## src/rtl/multi_poscnt_pkg.sv

```systemverilog
// Shared types and helpers for multi_poscounter: count-width derivation and the
// position-to-DAC saturating map used by the RTL and its bench model.
package multi_poscnt_pkg;

  localparam int unsigned MaxDacW = 32;
  localparam int unsigned MaxCntW = MaxDacW + 2;

  typedef struct packed {
    logic               vld;
    logic [MaxDacW-1:0] code;
  } dac_map_t;

  function automatic int unsigned cnt_w(input int unsigned dac_w);
    return dac_w + 2;
  endfunction

  // Bits above dac_w+1 of pos must be zero; code bits at and above dac_w come back zero.
  function automatic dac_map_t dac_map(input logic [MaxCntW-1:0] pos, input int unsigned dac_w);
    logic [MaxDacW-1:0] mask;
    logic               m;
    logic               o;
    dac_map_t           r;
    mask   = MaxDacW'((MaxCntW'(1) << dac_w) - MaxCntW'(1));
    m      = |(pos & (MaxCntW'(1) << (dac_w + 1)));
    o      = |(pos & (MaxCntW'(1) << dac_w));
    r.vld  = ~o & ~m;
    r.code = o ? (m ? '0 : mask) : (pos[MaxDacW-1:0] & mask);
    return r;
  endfunction

endpackage

```

## src/rtl/rate_accum.sv

```systemverilog
// Phase-accumulator step generator: adds rate each cycle while go is high and
// reports the carry out as a step request. Cleared whenever go is low.
module rate_accum #(
  parameter int unsigned RATE_W = 10
) (
  input  logic              clk,
  input  logic              reset,
  input  logic              go_i,
  input  logic [RATE_W-1:0] rate_i,
  output logic              carry_o
);

  logic [RATE_W-1:0] acc_q, acc_d;
  logic [RATE_W:0]   sum;

  always_comb begin
    sum     = {1'b0, acc_q} + {1'b0, rate_i};
    carry_o = go_i & sum[RATE_W];
    acc_d   = go_i ? sum[RATE_W-1:0] : '0;
  end

  always_ff @(posedge clk) begin
    if (reset) begin
      acc_q <= '0;
    end else begin
      acc_q <= acc_d;
    end
  end

endmodule

```

## src/rtl/multi_poscounter.sv

```systemverilog
// Multi-channel rate-integrating position counter with preload and saturated DAC output.
// Define MULTI_POSCNT_BIDIR_EN to let dir_i select down-counting.
module multi_poscounter
  import multi_poscnt_pkg::*;
#(
  parameter int unsigned CHANNELS = 4,
  parameter int unsigned RATE_W   = 10,
  parameter int unsigned DAC_W    = 10
) (
  input  logic                           clk,
  input  logic                           reset,
  input  logic [CHANNELS-1:0]            go_i,
  input  logic [CHANNELS*RATE_W-1:0]     rate_i,
  input  logic [CHANNELS-1:0]            dir_i,
  input  logic [CHANNELS-1:0]            load_i,
  input  logic [CHANNELS*(DAC_W+2)-1:0]  load_val_i,
  output logic [CHANNELS*(DAC_W+2)-1:0]  pos_o,
  output logic [CHANNELS-1:0]            step_o,
  output logic [CHANNELS*DAC_W-1:0]      dacout_o,
  output logic [CHANNELS-1:0]            dac_vld_o
);

  localparam int unsigned CNT_W = cnt_w(DAC_W);

`ifndef MULTI_POSCNT_BIDIR_EN
  logic unused_dir;
  assign unused_dir = ^dir_i;
`endif

  for (genvar i = 0; i < CHANNELS; i++) begin : g_ch
    logic             carry;
    logic             down;
    logic [CNT_W-1:0] pos_q, pos_d;
    logic             step_q, step_d;
    logic [DAC_W-1:0] dac_q, dac_d;
    logic             vld_q, vld_d;
    logic [MaxCntW-1:0] pos_ext;
    dac_map_t         dac_full;
    logic             unused_dac_hi;

    rate_accum #(
      .RATE_W(RATE_W)
    ) u_accum (
      .clk    (clk),
      .reset  (reset),
      .go_i   (go_i[i]),
      .rate_i (rate_i[i*RATE_W +: RATE_W]),
      .carry_o(carry)
    );

`ifdef MULTI_POSCNT_BIDIR_EN
    assign down = dir_i[i];
`else
    assign down = 1'b0;
`endif

    // Load wins over a coincident step request, which is simply dropped.
    always_comb begin
      pos_d  = pos_q;
      step_d = 1'b0;
      if (load_i[i]) begin
        pos_d = load_val_i[i*CNT_W +: CNT_W];
      end else if (carry) begin
        step_d = 1'b1;
        pos_d  = down ? pos_q - CNT_W'(1) : pos_q + CNT_W'(1);
      end
    end

    always_comb begin
      pos_ext              = '0;
      pos_ext[CNT_W-1:0]   = pos_q;
      dac_full             = dac_map(pos_ext, DAC_W);
      dac_d                = dac_full.code[DAC_W-1:0];
      vld_d                = dac_full.vld;
    end

    assign unused_dac_hi = ^dac_full.code[MaxDacW-1:DAC_W];

    always_ff @(posedge clk) begin
      if (reset) begin
        pos_q  <= '0;
        step_q <= 1'b0;
        dac_q  <= '0;
        vld_q  <= 1'b0;
      end else begin
        pos_q  <= pos_d;
        step_q <= step_d;
        dac_q  <= dac_d;
        vld_q  <= vld_d;
      end
    end

    assign pos_o[i*CNT_W +: CNT_W]    = pos_q;
    assign step_o[i]                  = step_q;
    assign dacout_o[i*DAC_W +: DAC_W] = dac_q;
    assign dac_vld_o[i]               = vld_q;
  end

endmodule

```

## config.mk

```make
export PLATFORM = sky130hd
export DESIGN_NAME = multi_poscounter
export DESIGN_NICKNAME = d
export VERILOG_FILES = /design/src/rtl/multi_poscnt_pkg.sv /design/src/rtl/rate_accum.sv /design/src/rtl/multi_poscounter.sv
export SDC_FILE = /design/constraint.sdc
export NUM_CORES = 1
export LEC_CHECK = 0
export CAP_MARGIN = 10
export CORE_UTILIZATION = 45
export CTS_CLUSTER_DIAMETER = 200
export CTS_CLUSTER_SIZE = 25
export DETAILED_ROUTE_END_ITERATION = 10
export GPL_ROUTABILITY_DRIVEN = 0
export GPL_TIMING_DRIVEN = 0
export PLACE_DENSITY = 0.86
export SLEW_MARGIN = 10
export SYNTH_ARGS = -nofsm -noshare
export SYNTH_HDL_FRONTEND = slang
export SYNTH_SLANG_ARGS = --single-unit
```

## constraint.sdc

```tcl
create_clock -name clk -period 3.25 [get_ports clk]
set_input_delay 0.325 -clock clk [delete_from_list [all_inputs] [get_ports clk]]
set_output_delay 0.325 -clock clk [all_outputs]
set_load 0.05 [all_outputs]
```

* Word-level counts from Yosys, hierarchy flattened
Index checks and enable logic that the tools add are counted.
Cells by class: $add $sub $neg 8, muxes and demuxes 20, bitwise operators 20, reductions and logical operators 12
Operators with widths (number):
- $mux W12 | 8
- $mux W10 | 8
- $add A12 B1 Y12 const B | 4
- $add A10 B10 Y11 | 4
- $reduce_or A2 Y1 | 8
- $not A1 Y1 | 12
- $and A1 B1 Y1 | 8
- $reduce_bool A2 Y1 | 4
- $mux W1 | 4
Storage, ports and cells: output and inout port bits 96, register bits after elaboration 136, word-level logic and storage cells 80, bits of input ports 102

* Longest topological paths before layout
Gate-level depths: netlist of run 1.
depth in word-level cells 4, depth in mapped cells 10

* Hierarchy
From an unflattened synthesis of run 1, not the netlist that was laid out.
Second synthesis, totals: cell total of the unflattened synthesis 786, area total of the unflattened synthesis 6972.9 um2
Modules (own cells, without submodules):
- multi_poscounter | times used 1, area an instance 4260.3 um2, seq. area each 1921.8 um2, cells each 462
- rate_accum | times used 4, area an instance 678.2 um2, seq. area each 200.2 um2, cells each 81

* Worst setup path before layout of run 1
No wires, ideal clock.
path type input port to flip-flop, start point input rate_i[10], end point register g_ch[1].pos_q[0], stages 8, setup slack 851 ps, setup time 122 ps, arrival time 2277 ps, data required time 3128 ps, path through ha_1 fa_1 a211oi_2 o21bai_2 o41ai_4 o21ai_4 nor4b_1 a311o_1
On the way: longest elaborated chain between the ends 3
RTL lines:
- from (decl) | RTL line multi_poscounter.sv:13 | input logic [CHANNELS*RATE_W-1:0] rate_i,
- $add A10 B10 Y11 | RTL line rate_accum.sv:17 | sum = {1'b0, acc_q} + {1'b0, rate_i};
- $and A1 B1 Y1 | RTL line rate_accum.sv:18 | carry_o = go_i & sum[RATE_W];
- $reduce_bool A2 Y1 (no source line)
- to (signal assigned) | RTL line multi_poscounter.sv:86 | pos_q <= pos_d;
- to (decl) | RTL line multi_poscounter.sv:33 | logic [CNT_W-1:0] pos_q, pos_d;
Every way passes these cells. A chain may end at the register's enable or synchronous reset.

* Final worst setup path of run 1
start point input rate_i[10], end point register g_ch[1].pos_q[11]
Same word-level chain as after synthesis.

==> results of run 1 <==
[state kept, by name, summed over array words and instances, names as in the netlist]
signal,cells
g_ch.pos_q,48
g_ch.dac_q,40
g_ch.u_accum.acc_q,40
g_ch.step_q,4
g_ch.vld_q,4
[logic make-up (layout without fill, tap and decap cells)]
family | count (synthesis) | after routing | synth area share [%]
and+or+nand+nor | 280 | 280 | 21.4
AOI/OAI and AO/OA | 217 | 217 | 21.9
DFF | 136 | 136 | 38.5
buffers and inverters | 64 | 287 | 4.16
adders and majority gates | 48 | 48 | 8.92
xor gates and xnor gates | 37 | 37 | 4.58
muxes | 4 | 4 | 0.566
[how the worst min path moves through the flow]
stage | endpoint | slack [ns]
after floorplan | g_ch[0].pos_q[0] | 0.43
after global routing | g_ch[1].pos_q[6] | 0.48
final | g_ch[3].pos_q[2] | 0.48
after CTS | g_ch[0].pos_q[8] | 0.47
after global placement | g_ch[1].vld_q | 0.49
after detailed placement | g_ch[2].dac_q[8] | 0.51
[worst register-to-register path: stages (launching register included)]
cell and delay, ns:
dfxtp_1 0.30, ha_1 0.21, fa_1 0.45, a211oi_2 0.26
o21bai_2 0.15, o41ai_4 0.44, o32ai_1 0.24, and3b_1 0.23
a2111oi_2 0.26
[cell type report]
cell class,instances,area [µm²]
Fill cell,1276,5380
Multi-Input combinational cell,586,4060
Sequential cell,136,2720
Timing Repair Buffer,191,1910
Clock buffer,18,429
Tap cell,211,264
Buffer,43,215
Clock inverter,14,200
Inverter,21,78.8
[stage by stage]
stage	hold slack [ns]	cells	area [µm²]
6_report	0.477	1220	9880
5_1_grt	0.480	1220	9880
4_1_cts	0.470	1220	9880
3_5_place_dp	0.508	1188	9250
3_3_place_gp	0.491	1188	9250
2_1_floorplan	0.426	786	7070
[power by group through the flow]
stage                     registers (µW)  clock network [µW]  logic, µW
after floorplan                     2170                   0        502
after global placement              1920                   0       1160
after detailed placement            1920                   0       1180
after CTS                           1880                2100       1190
after global routing                1900                2160       1280
final                               1890                2070       1190
[cells in the final DEF (no fill, tap or decap), drive strengths merged, types with 7 or more instances in the layout]
master | synthesis | routed
clkdlybuf4s50 | 0 | 191
dfxtp | 136 | 136
nor2 | 72 | 72
a21oi | 56 | 56
ha | 44 | 44
nand2 | 41 | 41
clkbuf | 23 | 41
nand2b | 40 | 40
a211oi | 38 | 38
o21ai | 37 | 37
xnor2 | 26 | 26
inv | 20 | 21
nor3 | 21 | 21
nand3 | 20 | 20
buf | 20 | 20
o21a | 17 | 17
and3 | 17 | 17
nor2b | 13 | 13
a21o | 13 | 13
a2111oi | 13 | 13
xor2 | 11 | 11
and2 | 8 | 8
a311oi | 8 | 8
nand4 | 7 | 7
clkinv | 1 | 7
[routing by layer]
metal	vias up	GRT usage [%]
li1	3287	-
met1	3152	29.8
met2	229	40.5
met3	30	6.83
met4	0	10.2
met5	-	0
==> flow_summary.json, run 1 <==
{
  "status": "complete, no violations",
  "area.growth.synth_to_final_pct": 39.7,
  "cp-startpoint": "rate_i[10]",
  "fp.coreArea_mm2": 0.0153,
  "layout-drive-gt1-share_pct": 6.84,
  "seqPwrFrac_pct": 36.6,
  "grt_max_degree": 17,
  "synth_async_sr_flop_share_pct": 0,
  "holdPathStages": 3,
  "dr.pass1.iters": 5,
  "detail-route-antenna-nets": 0,
  "clk_pin_slew_worst_paths_ns": 0.06,
  "cpPeakStageDelay_ns": 0.45,
  "path_delay_family": "compound AO/OA/AOI/OAI gates",
  "worstPathMaxFanout": 5,
  "rsz0062_at_grt": "no",
  "die_y_um": 127,
  "critPathCaptureType": "flip-flop",
  "antenna_found_initial": 0,
  "wl_met1_mm": 8.57,
  "synthTopCellsByCount": "136 x dfxtp_1, 72 x nor2_1, 56 x a21oi_1",
  "max-slew-margin-rel_pct": 42.5,
  "clock_power_share_pct": 40.3,
  "insertion_delay_ns": 0.43,
  "worst_clock_skew_ns": 0.0106,
  "ys_ff_latch": 136,
  "cts_tree": "done",
  "min-delay-start": "load_val_i[38]",
  "fp-row-count": 45,
  "synth_cells": 786,
  "finalCriticalPeriod_ns": 2.67,
  "nNetsFinal": 1146,
  "clock.fmax_ghz": 0.375,
  "remaining_drc_errors": 0,
  "max_slew.worst_pin.slew_ns": 0.863,
  "die_w_um": 127,
  "total_power_uw": 5150,
  "start_kind": "input pin",
  "yosysMostFrequentCell": "dfxtp_1",
  "p_leak_uw": 0.00381,
  "setup_viol": 0,
  "setup_tns_ns": 0,
  "intPower_uw": 3570,
  "vdd_drop_max_mv": 0.377,
  "cts_buffers": 17,
  "wl_per_cell_um": 16.0,
  "arrival_ns": 2.99,
  "r2r_cells": 8,
  "utilization_pct": 64.7,
  "r2r-start": "g_ch[1].u_accum.acc_q[0]",
  "crit_slowest_cell": "fa_1",
  "endpoint": "g_ch[1].pos_q[11]",
  "critPathKind": "input pin to flip-flop",
  "ys.flop_type": "dfxtp_1",
  "dieArea_mm2": 0.0162,
  "pre_cts_slack_ns": 0.229,
  "cts_hold_buf": 0,
  "avgSynthCellArea_um2": 9.00,
  "cts.sinks": 136,
  "r2r_setup_slack_ns": 0.62,
  "crit_chain": "clkdlybuf4s50_1, ha_1, fa_1, a211oi_2, o21bai_2, o41ai_4, o32ai_1, and3b_1, a2111oi_2",
  "start_util_pct": 46.3,
  "required_ns": 3.57,
  "vias": 6698,
  "yosysWarningCount": 0,
  "switching_share_pct": 30.7,
  "min_period_over_period_pct": 82.2,
  "dr_wl_met2_mm": 9.27,
  "diodes": 0,
  "dp_hpwl_mm": 14.2,
  "power_switching_uw": 1580,
  "routed.top_layer": "met4",
  "ios": 198,
  "routed_wirelength_mm": 19.6,
  "worst-path-stages": 9,
  "p_per_area_mw_per_mm2": 521,
  "synth_nets": 936,
  "hp-class": "input pin to flip-flop",
  "r2r-end": "g_ch[1].pos_q[11]",
  "critPathBufInv": 1,
  "cts-resized-gates": 0,
  "synthTopCellsByArea": "dfxtp_1 38%, ha_1 7.8%, a21oi_1 4.0%",
  "htreeDepth": 4,
  "vias_per_cell": 5.49,
  "grt_pass1_vias": 6338,
  "track_usage_pct": 24.4,
  "wl_met3_mm": 1.28,
  "drv_cap": 0,
  "syn_area_mm2": 0.00707,
  "cts_root_buffer": "clkbuf_16",
  "yosys.area.top_type_share_pct": 38.5,
  "synth_edf_count": 0,
  "grt_overflow": 0,
  "power_frac_comb_pct": 23.1,
  "port-buffer-count": 191,
  "cts.path.max_buffers": 2,
  "synth-seq-area-share_pct": 38.5,
  "drt_iter0_drc": 456,
  "synth_cell_type_count": 79,
  "synth_area_leader_cell": "dfxtp_1",
  "grt_pass1_wl_mm": 31.2,
  "setup_slack_ns": 0.580,
  "post_cts_buffers": 0,
  "maxSlewViolCount": 0,
  "hold_viol": 0
}
(Power assumes the default switching activity.)
==> run 2: changes to the inputs <==
- CORE_UTILIZATION: 45 -> 44
- PLACE_DENSITY: 0.86 -> 0.87
- clock period: 3.25 -> 2.35 ns (I/O delays scaled with it)
==> run 2 against run 1 <==
  * The flow now finishes with violations (negative setup slack)
  * Register-to-register slack got worse by 0.66 ns
  * Sequential power rose by 38%
  * Core utilization rose by 0.95 points
  * Clock skew fell by 0.0030 ns
  * Non-clock buffer count rose by 15
  * Power rose by 37%
  * First-iteration DRC count fell by 13%
  * Die area rose by 2.2%
  * Combinational power rose by 45%
  * Sequential cell count did not move
==> flow_summary.json, run 2 (synthesis results as in run 1) <==
{
  "r2r_setup_slack_ns": -0.04,
  "p_leak_uw": 0.00388,
  "final_cell_area_mm2": 0.0101,
  "whs_ns": 0.255,
  "arrival_ns": 2.66,
  "register_area_mm2": 0.00273,
  "r2r_cells": 10,
  "port-buffer-count": 191,
  "cts_root_buffer": "clkbuf_16",
  "drt_iter0_drc": 395,
  "vias_per_cell": 5.61,
  "hold_viol": 0,
  "clock.fmax_ghz": 0.418,
  "grt_util_met2_pct": 43.9,
  "grtUsageMet1_pct": 29.2,
  "setup_viol": 5,
  "grt_max_degree": 17,
  "hp-class": "input pin to flip-flop",
  "area.growth.synth_to_final_pct": 43.3,
  "remaining_drc_errors": 0,
  "reg_top3": "g_ch.pos_q: 48 flops, g_ch.dac_q: 40 flops, g_ch.u_accum.acc_q: 40 flops",
  "holdPathStages": 3,
  "final_common_cell": "clkdlybuf4s50_1",
  "use_met3_pct": 7.57,
  "routed_wirelength_mm": 21.0,
  "final_cell_mix": "190 x clkdlybuf4s50_1, 134 x dfxtp_1, 71 x nor2_1",
  "setup_tns_ns": -0.115,
  "setup_slack_ns": -0.0437,
  "finalCriticalPeriod_ns": 2.39,
  "p_per_area_mw_per_mm2": 697,
  "grt.busiest_layer": "met2",
  "critPathKind": "flip-flop to flip-flop",
  "regMostFlops": "g_ch.pos_q",
  "cts_tree": "done",
  "fp-row-count": 45,
  "insertion_delay_ns": 0.43,
  "start_util_pct": 45.8,
  "grt_pass1_wl_mm": 32.8,
  "diodes": 0,
  "fp.coreArea_mm2": 0.0154,
  "cts_hold_buf": 0,
  "vdd_drop_max_mv": 0.647,
  "drv_cap": 0,
  "cts.path.max_buffers": 2,
  "fill_cells": 1237,
  "grt_pass1_vias": 6690,
  "die_y_um": 129,
  "max-slew-margin-rel_pct": 44.0,
  "cts_buffers": 17,
  "worst_clock_skew_ns": 0.00759,
  "dieArea_mm2": 0.0166,
  "die_w_um": 129,
  "htreeDepth": 4,
  "detail-route-antenna-nets": 0,
  "placed_area_mm2": 0.00925,
  "grt_overflow": 0,
  "maxSlewViolCount": 0,
  "required_ns": 2.62,
  "worstPathMaxFanout": 8,
  "wl_per_cell_um": 17.0,
  "dr.pass1.iters": 6,
  "vias": 6921,
  "critPathCaptureType": "flip-flop",
  "largest_reg_flops": 48,
  "status": "finished, violations left",
  "rsz0062_at_grt": "yes",
  "min_period_over_period_pct": 102,
  "ios": 198,
  "start_kind": "flip-flop",
  "violations": "negative setup slack",
  "layout-drive-gt1-share_pct": 10.1,
  "nNetsFinal": 1161,
  "antenna_found_initial": 0,
  "max_slew.worst_pin.slew_ns": 0.841,
  "multiInputGateArea_mm2": 0.00422,
  "dp_hpwl_mm": 14.7,
  "track_usage_pct": 25.4,
  "utilization_pct": 65.7,
  "cts.sinks": 136,
  "clk_pin_slew_worst_paths_ns": 0.06
}
## run 2: what timing repair did
action | CTS | global route
cloned | 1 | 1
buffers inserted | 9 | 4
resized for setup | 21 | 17
setup endpoints to repair | 35 | 28
pin swaps | 27 | 19
## run 2: per-stage QoR
step	cells	setup slack [ns]	power (µW)
final	1234	-0.0437	7060
after global routing	1234	-0.104	7360
after CTS	1229	-0.0863	7050
after detailed placement	1188	-0.627	4290
after global placement	1188	-0.570	4250
after floorplan	786	0.00669	3700
## run 2: final cells by class
cell class	instances	area share, %
buffer	43	2.19
multi-input combinational	586	41.6
clock buffer	20	4.41
clock inverter	11	1.47
tap	211	2.61
sequential	136	26.9
timing repair buffer	206	20.0
inverter	21	0.778
## run 2: worst max-delay path, cell delays in order, from the launching register on
cell and delay [ns]:
dfxtp_2 0.33, ha_4 0.16, fa_2 0.37, a211oi_4 0.25, o21bai_2 0.13, o41ai_4 0.20, buf_4 0.20, o21ai_4 0.11
buf_6 0.18, a211oi_4 0.24, a2111oi_2 0.07
## run 2: path summary, 6_finish.rpt
path,startpoint,to
worst max-delay path,g_ch[1].u_accum.acc_q[0],g_ch[1].pos_q[2]
worst min-delay path,rate_i[30],g_ch[3].u_accum.acc_q[0]
worst max register to register,g_ch[1].u_accum.acc_q[0],g_ch[1].pos_q[2]
worst min register to register,g_ch[0].pos_q[8],g_ch[0].dac_q[8]
## run 2: power by group
group / internal, µW / total, µW / switching, µW
Sequential: 2480 / 2610 / 135
Clock: 1690 / 2720 / 1030
Combinational: 718 / 1730 / 1010
## run 2: per-layer routing
| metal | share of wire (%) | routed length, µm |
|---|---|---|
| met2 | 49 | 10200 |
| met1 | 40 | 8370 |
| met3 | 9.1 | 1910 |
| met4 | 2.5 | 525 |
| met5 | 0 | 0 |
